<file path="config.mk">
export PLATFORM = sky130hd
export DESIGN_NAME = sll_multicycle
export DESIGN_NICKNAME = d
export VERILOG_FILES = /design/src/rtl/sll_multicycle.sv
export SDC_FILE = /design/constraint.sdc
export NUM_CORES = 1
export LEC_CHECK = 0
export ABC_AREA = 1
export BUFFER_PORTS_ARGS = -buffer_cell sky130_fd_sc_hd__buf_2
export CAP_MARGIN = 25
export CORE_ASPECT_RATIO = 0.7
export CORE_MARGIN = 2
export CORE_UTILIZATION = 64
export DETAILED_ROUTE_END_ITERATION = 10
export GPL_TIMING_DRIVEN = 0
export PLACE_DENSITY = 0.91
export RECOVER_POWER = 25
export SYNTH_ARGS = -nofsm -noshare
export SYNTH_HDL_FRONTEND = slang
export SYNTH_SLANG_ARGS = --single-unit
</file>
<file path="constraint.sdc">
create_clock -name clock -period 3.1 [get_ports clock]
set_input_delay 0.62 -clock clock [delete_from_list [all_inputs] [get_ports clock]]
set_output_delay 0.62 -clock clock [all_outputs]
set_load 0.1 [all_outputs]
</file>
<file path="src/rtl/sll_multicycle.sv">
// Iterative 32-bit logical left shifter: one binary-weighted stage (16,8,4,2,1)
// per cycle, result plus a one-cycle ready pulse six cycles after start.
module sll_multicycle (
  input  logic        clock,
  input  logic        reset,
  input  logic        ctrl_start,
  input  logic [31:0] data_operandA,
  input  logic [4:0]  ctrl_shiftamt,
  output logic [31:0] data_result,
  output logic        data_resultRDY,
  output logic        busy
);

  typedef enum logic [1:0] {
    IDLE  = 2'd0,
    SHIFT = 2'd1,
    DONE  = 2'd2
  } state_t;

  state_t      state_reg, state_next;
  logic [31:0] work_reg, work_next;
  logic [4:0]  amt_reg, amt_next;
  logic [2:0]  stage_reg, stage_next;
  logic [31:0] result_reg, result_next;

  // Candidate value for every stage; the active stage index picks one per cycle.
  logic [31:0] stage_shift [5];
  logic [31:0] work_stepped;

  genvar gi;
  generate
    for (gi = 0; gi < 5; gi++) begin : g_stage
      assign stage_shift[gi] = amt_reg[gi] ? (work_reg << (2 ** gi)) : work_reg;
    end
  endgenerate

  always_comb begin
    work_stepped = work_reg;
    for (int i = 0; i < 5; i++) begin
      if (stage_reg == 3'(i)) begin
        work_stepped = stage_shift[i];
      end
    end
  end

  always_comb begin
    state_next  = state_reg;
    work_next   = work_reg;
    amt_next    = amt_reg;
    stage_next  = stage_reg;
    result_next = result_reg;
    case (state_reg)
      IDLE, DONE: begin
        if (ctrl_start) begin
          work_next  = data_operandA;
          amt_next   = ctrl_shiftamt;
          stage_next = 3'd4;
          state_next = SHIFT;
        end else begin
          state_next = IDLE;
        end
      end
      SHIFT: begin
        work_next = work_stepped;
        if (stage_reg == 3'd0) begin
          result_next = work_stepped;
          state_next  = DONE;
        end else begin
          stage_next = stage_reg - 3'd1;
        end
      end
      default: state_next = IDLE;
    endcase
  end

  always_ff @(posedge clock) begin
    if (reset) begin
      state_reg  <= IDLE;
      work_reg   <= '0;
      amt_reg    <= '0;
      stage_reg  <= '0;
      result_reg <= '0;
    end else begin
      state_reg  <= state_next;
      work_reg   <= work_next;
      amt_reg    <= amt_next;
      stage_reg  <= stage_next;
      result_reg <= result_next;
    end
  end

  assign data_result    = result_reg;
  assign data_resultRDY = (state_reg == DONE);
  assign busy           = (state_reg == SHIFT);

endmodule

</file>
==> flow_metrics.env <==
export IMPL_synthSimpleGateAreaFrac_pct=27.9
export IMPL_grt_usage_pct=44.1
export IMPL_met3_usage_pct=9.78
export IMPL_dp_hpwl_um=15300
export IMPL_tightest_slew_ns=1.18
export IMPL_drt_iter0_markers=1352
export IMPL_critPathLaunchType="register"
export IMPL_multiInputGateArea_um2=3450
export IMPL_ios=74
export IMPL_setup_violations_final=0
export IMPL_postRouteAntennaNets=0
export IMPL_fin_nets=1099
export IMPL_fp_coreArea_um2=8550
export IMPL_grt_pass1_vias=6454
export IMPL_layout_commonest_cell="nand2_1"
export IMPL_fp_dieW_um=117
export IMPL_syn_mean_instance_area_um2=5.86
export IMPL_drc=0
export IMPL_final_hold_viol_count=0
export IMPL_design_area_um2=6500
export IMPL_hold_path_class="register to register"
export IMPL_n_antenna_cell=0
export IMPL_synth_fp_nets=1016
export IMPL_whs_endpoint="data_result[0]$_SDFFE_PP0P_"
export IMPL_cts_resized=0
export IMPL_pwr_share_clk_pct=32.7
export IMPL_syn_inst=971
export IMPL_start_util_pct=66.5
export IMPL_critical_path_arrival_ns=2.15
export IMPL_ctsHtreeMaxLevel=3
export IMPL_r2r_cells=8
export IMPL_die_h_um=82.9
export IMPL_setup_tns_ns=0
export IMPL_swShare_pct=42.6
export IMPL_yosys_warnings=0
export IMPL_use_met1_pct=65.1
export IMPL_synth_area_leader_cell="dfxtp_1"
export IMPL_n_fill_cell=728
export IMPL_reg2reg_slack_ns=0.68
export IMPL_ys_flop_type="dfxtp_1"
export IMPL_netlist_area_um2=5690
export IMPL_ys_ff_latch=74
export IMPL_busiest_layer="met1"
export IMPL_crit_family="buffers and inverters"
export IMPL_synthArstFlopShare_pct=0
export IMPL_rsz0062_at_grt="false"
export IMPL_ys_seq_area_share_pct=26.1
export IMPL_viasPerCell=6.21
export IMPL_gp_congestion=1.03
export IMPL_cts_tree="done"
export IMPL_crit_fanout=10
export IMPL_place_ws_ns=0.761
export IMPL_p_per_area_nw_per_um2=563
export IMPL_die_area_um2=9670
export IMPL_synth_top_family_by_area="compound AO/OA/AOI/OAI gates"
export IMPL_synth_fa_ha_area_share_pct=1.10
export IMPL_use_met2_pct=62.3
export IMPL_cts_clk_slew_worst_paths_ns=0.07
export IMPL_maxSlewViolCount=0
export IMPL_globalRouteOverflowTotal=0
export IMPL_drt_first_pass_iters=6
export IMPL_skew_ns=0.00591
export IMPL_ys_types=29
export IMPL_final_cell_mix="222 x nand2_1, 124 x o21ai_0, 123 x nor2_1"
export IMPL_switchingPower_mw=1.56
export IMPL_drive_gt1_share_pct=12.6
export IMPL_synthXorXnorAreaFrac_pct=0
export IMPL_muxShareOfSynthArea_pct=0
export IMPL_synth_top_area_share_pct=26.1
export IMPL_wl_per_cell_um=18.1
export IMPL_cts_sinks=74
export IMPL_post_route_period_util_pct=89.4
export IMPL_cellInternalPower_mw=2.10
export IMPL_cpPeakStageDelay_ns=0.55
export IMPL_clk_latency_ns=0.34
export IMPL_pwr_share_seq_pct=31.2
export IMPL_synth_edf_count=0
export IMPL_hold_depth=2
export IMPL_peakVddDrop_v=0.000391
export IMPL_fmaxAchievable_ghz=0.361
export IMPL_slowest_stage="clkbuf_1"
export IMPL_area_growth_pct=14.4
export IMPL_regArea_um2=1480
export IMPL_min_delay_start="data_result[0]$_SDFFE_PP0P_"
export IMPL_antenna_found_initial=1
export IMPL_required_ns=2.48
export IMPL_layout_setup_ws_ns=0.329
export IMPL_holdBufCountCts=0
export IMPL_rr_startpoint="state_reg[0]$_SDFFE_PP0P_"
export IMPL_cp_buffers_inverters=3
export IMPL_combPwrFrac_pct=36.1
export IMPL_status="complete, no violations"
export IMPL_grt_pass1_wl_um=33500
export IMPL_synth_area_leaders="dfxtp_1 26%, nand2_1 15%, o21ai_0 11%"
export IMPL_cp_cell_sequence="inv_1, nor2_2, clkbuf_1, buf_2"
export IMPL_leakagePower_nw=3.28
export IMPL_vias=7327
export IMPL_cts_made_buffers=9
export IMPL_reg2reg_to="data_result[19]$_SDFFE_PP0P_"
export IMPL_fp_row_count=28
export IMPL_io_buffer_count=72
export IMPL_grt_max_degree=15
export IMPL_clockBufferDepth=2
export IMPL_crit_type="register to primary output"
export IMPL_wl_um=21400
export IMPL_drv_cap=0
export IMPL_cts_root_buf="clkbuf_16"
export IMPL_synth_compound_area_share_pct=31.6
export IMPL_relSlewSlack_pct=22.0
export IMPL_dpl_cell_area_um2=6200
export IMPL_cts_setup_buffers=0
export IMPL_endpoint_kind="primary output"
export IMPL_timing_final_crit_period_ns=2.77
export IMPL_hold_ws_ns=0.487
==> cell families (layout without fill, tap and decap cells) <==
group,count (synthesis),count (layout)
AO/OA/AOI/OAI,312,312
AND/OR/NAND/NOR,398,398
adder cells (fa/ha/maj),5,5
flip-flops,74,74
buffers and inverters,182,270
==> layer usage <==
layer  up-vias  wire, um
met2       632      8610
met3        97      3390
met1      3263      8610
met4         0       779
li1       3335         -
met5         -         0
==> final cells by class <==
cell class              count  area share [%]
clock buffers              10            3.67
inverters                 111            6.44
multi-input cells         715            53.0
repair buffers             72            5.17
well taps                 120            2.31
flip-flops and latches     74            22.8
clock inverters             6            1.48
plain buffers              71            5.17
==> metrics by stage <==
step / std cells / util, % / power (mW)
finish: 1179 / 76.1 / 3.66
global placement: 1163 / 72.5 / 2.41
global route: 1179 / 76.1 / 3.80
detailed placement: 1163 / 72.5 / 2.43
CTS: 1179 / 76.4 / 3.61
floorplan: 971 / - / 2.11
==> worst max-delay path by stage <==
stage	endpoint	startpoint	cells past startpoint	slack, ns
finish	busy	state_reg[0]$_SDFFE_PP0P_	4	0.33
global route	busy	state_reg[0]$_SDFFE_PP0P_	4	0.30
CTS	busy	state_reg[0]$_SDFFE_PP0P_	4	0.39
detailed placement	busy	state_reg[0]$_SDFFE_PP0P_	4	0.76
global placement	busy	state_reg[0]$_SDFFE_PP0P_	4	0.78
floorplan	data_resultRDY	state_reg[1]$_SDFFE_PP0P_	2	0.86
==> power by group through the flow <==
stage	Combinational, mW	Clock (mW)	Sequential (mW)
CTS	1.29	1.19	1.13
finish	1.32	1.20	1.14
global placement	1.25	0	1.15
floorplan	0.704	0	1.40
global route	1.42	1.23	1.15
detailed placement	1.28	0	1.15
==> worst reg2reg max path, stage by stage, from the launching register on <==
cell	delay [ns]
dfxtp_1	0.35
inv_1	0.08
nor2_2	0.27
inv_1	0.13
nor2_1	0.52
inv_1	0.25
buf_1	0.40
o21ai_1	0.23
inv_1	0.07
==> cells in the mapped netlist, types with 4 or more instances <==
cell / n
a21oi_1: 88
a22oi_1: 24
buf_2: 25
buf_6: 4
clkbuf_1: 36
dfxtp_1: 74
ha_1: 5
inv_1: 108
nand2_1: 222
nand3_1: 41
nor2_1: 122
nor2_2: 5
o211ai_1: 6
o211ai_2: 20
o21ai_0: 124
o21ai_1: 47
(Power assumes the default switching activity.)
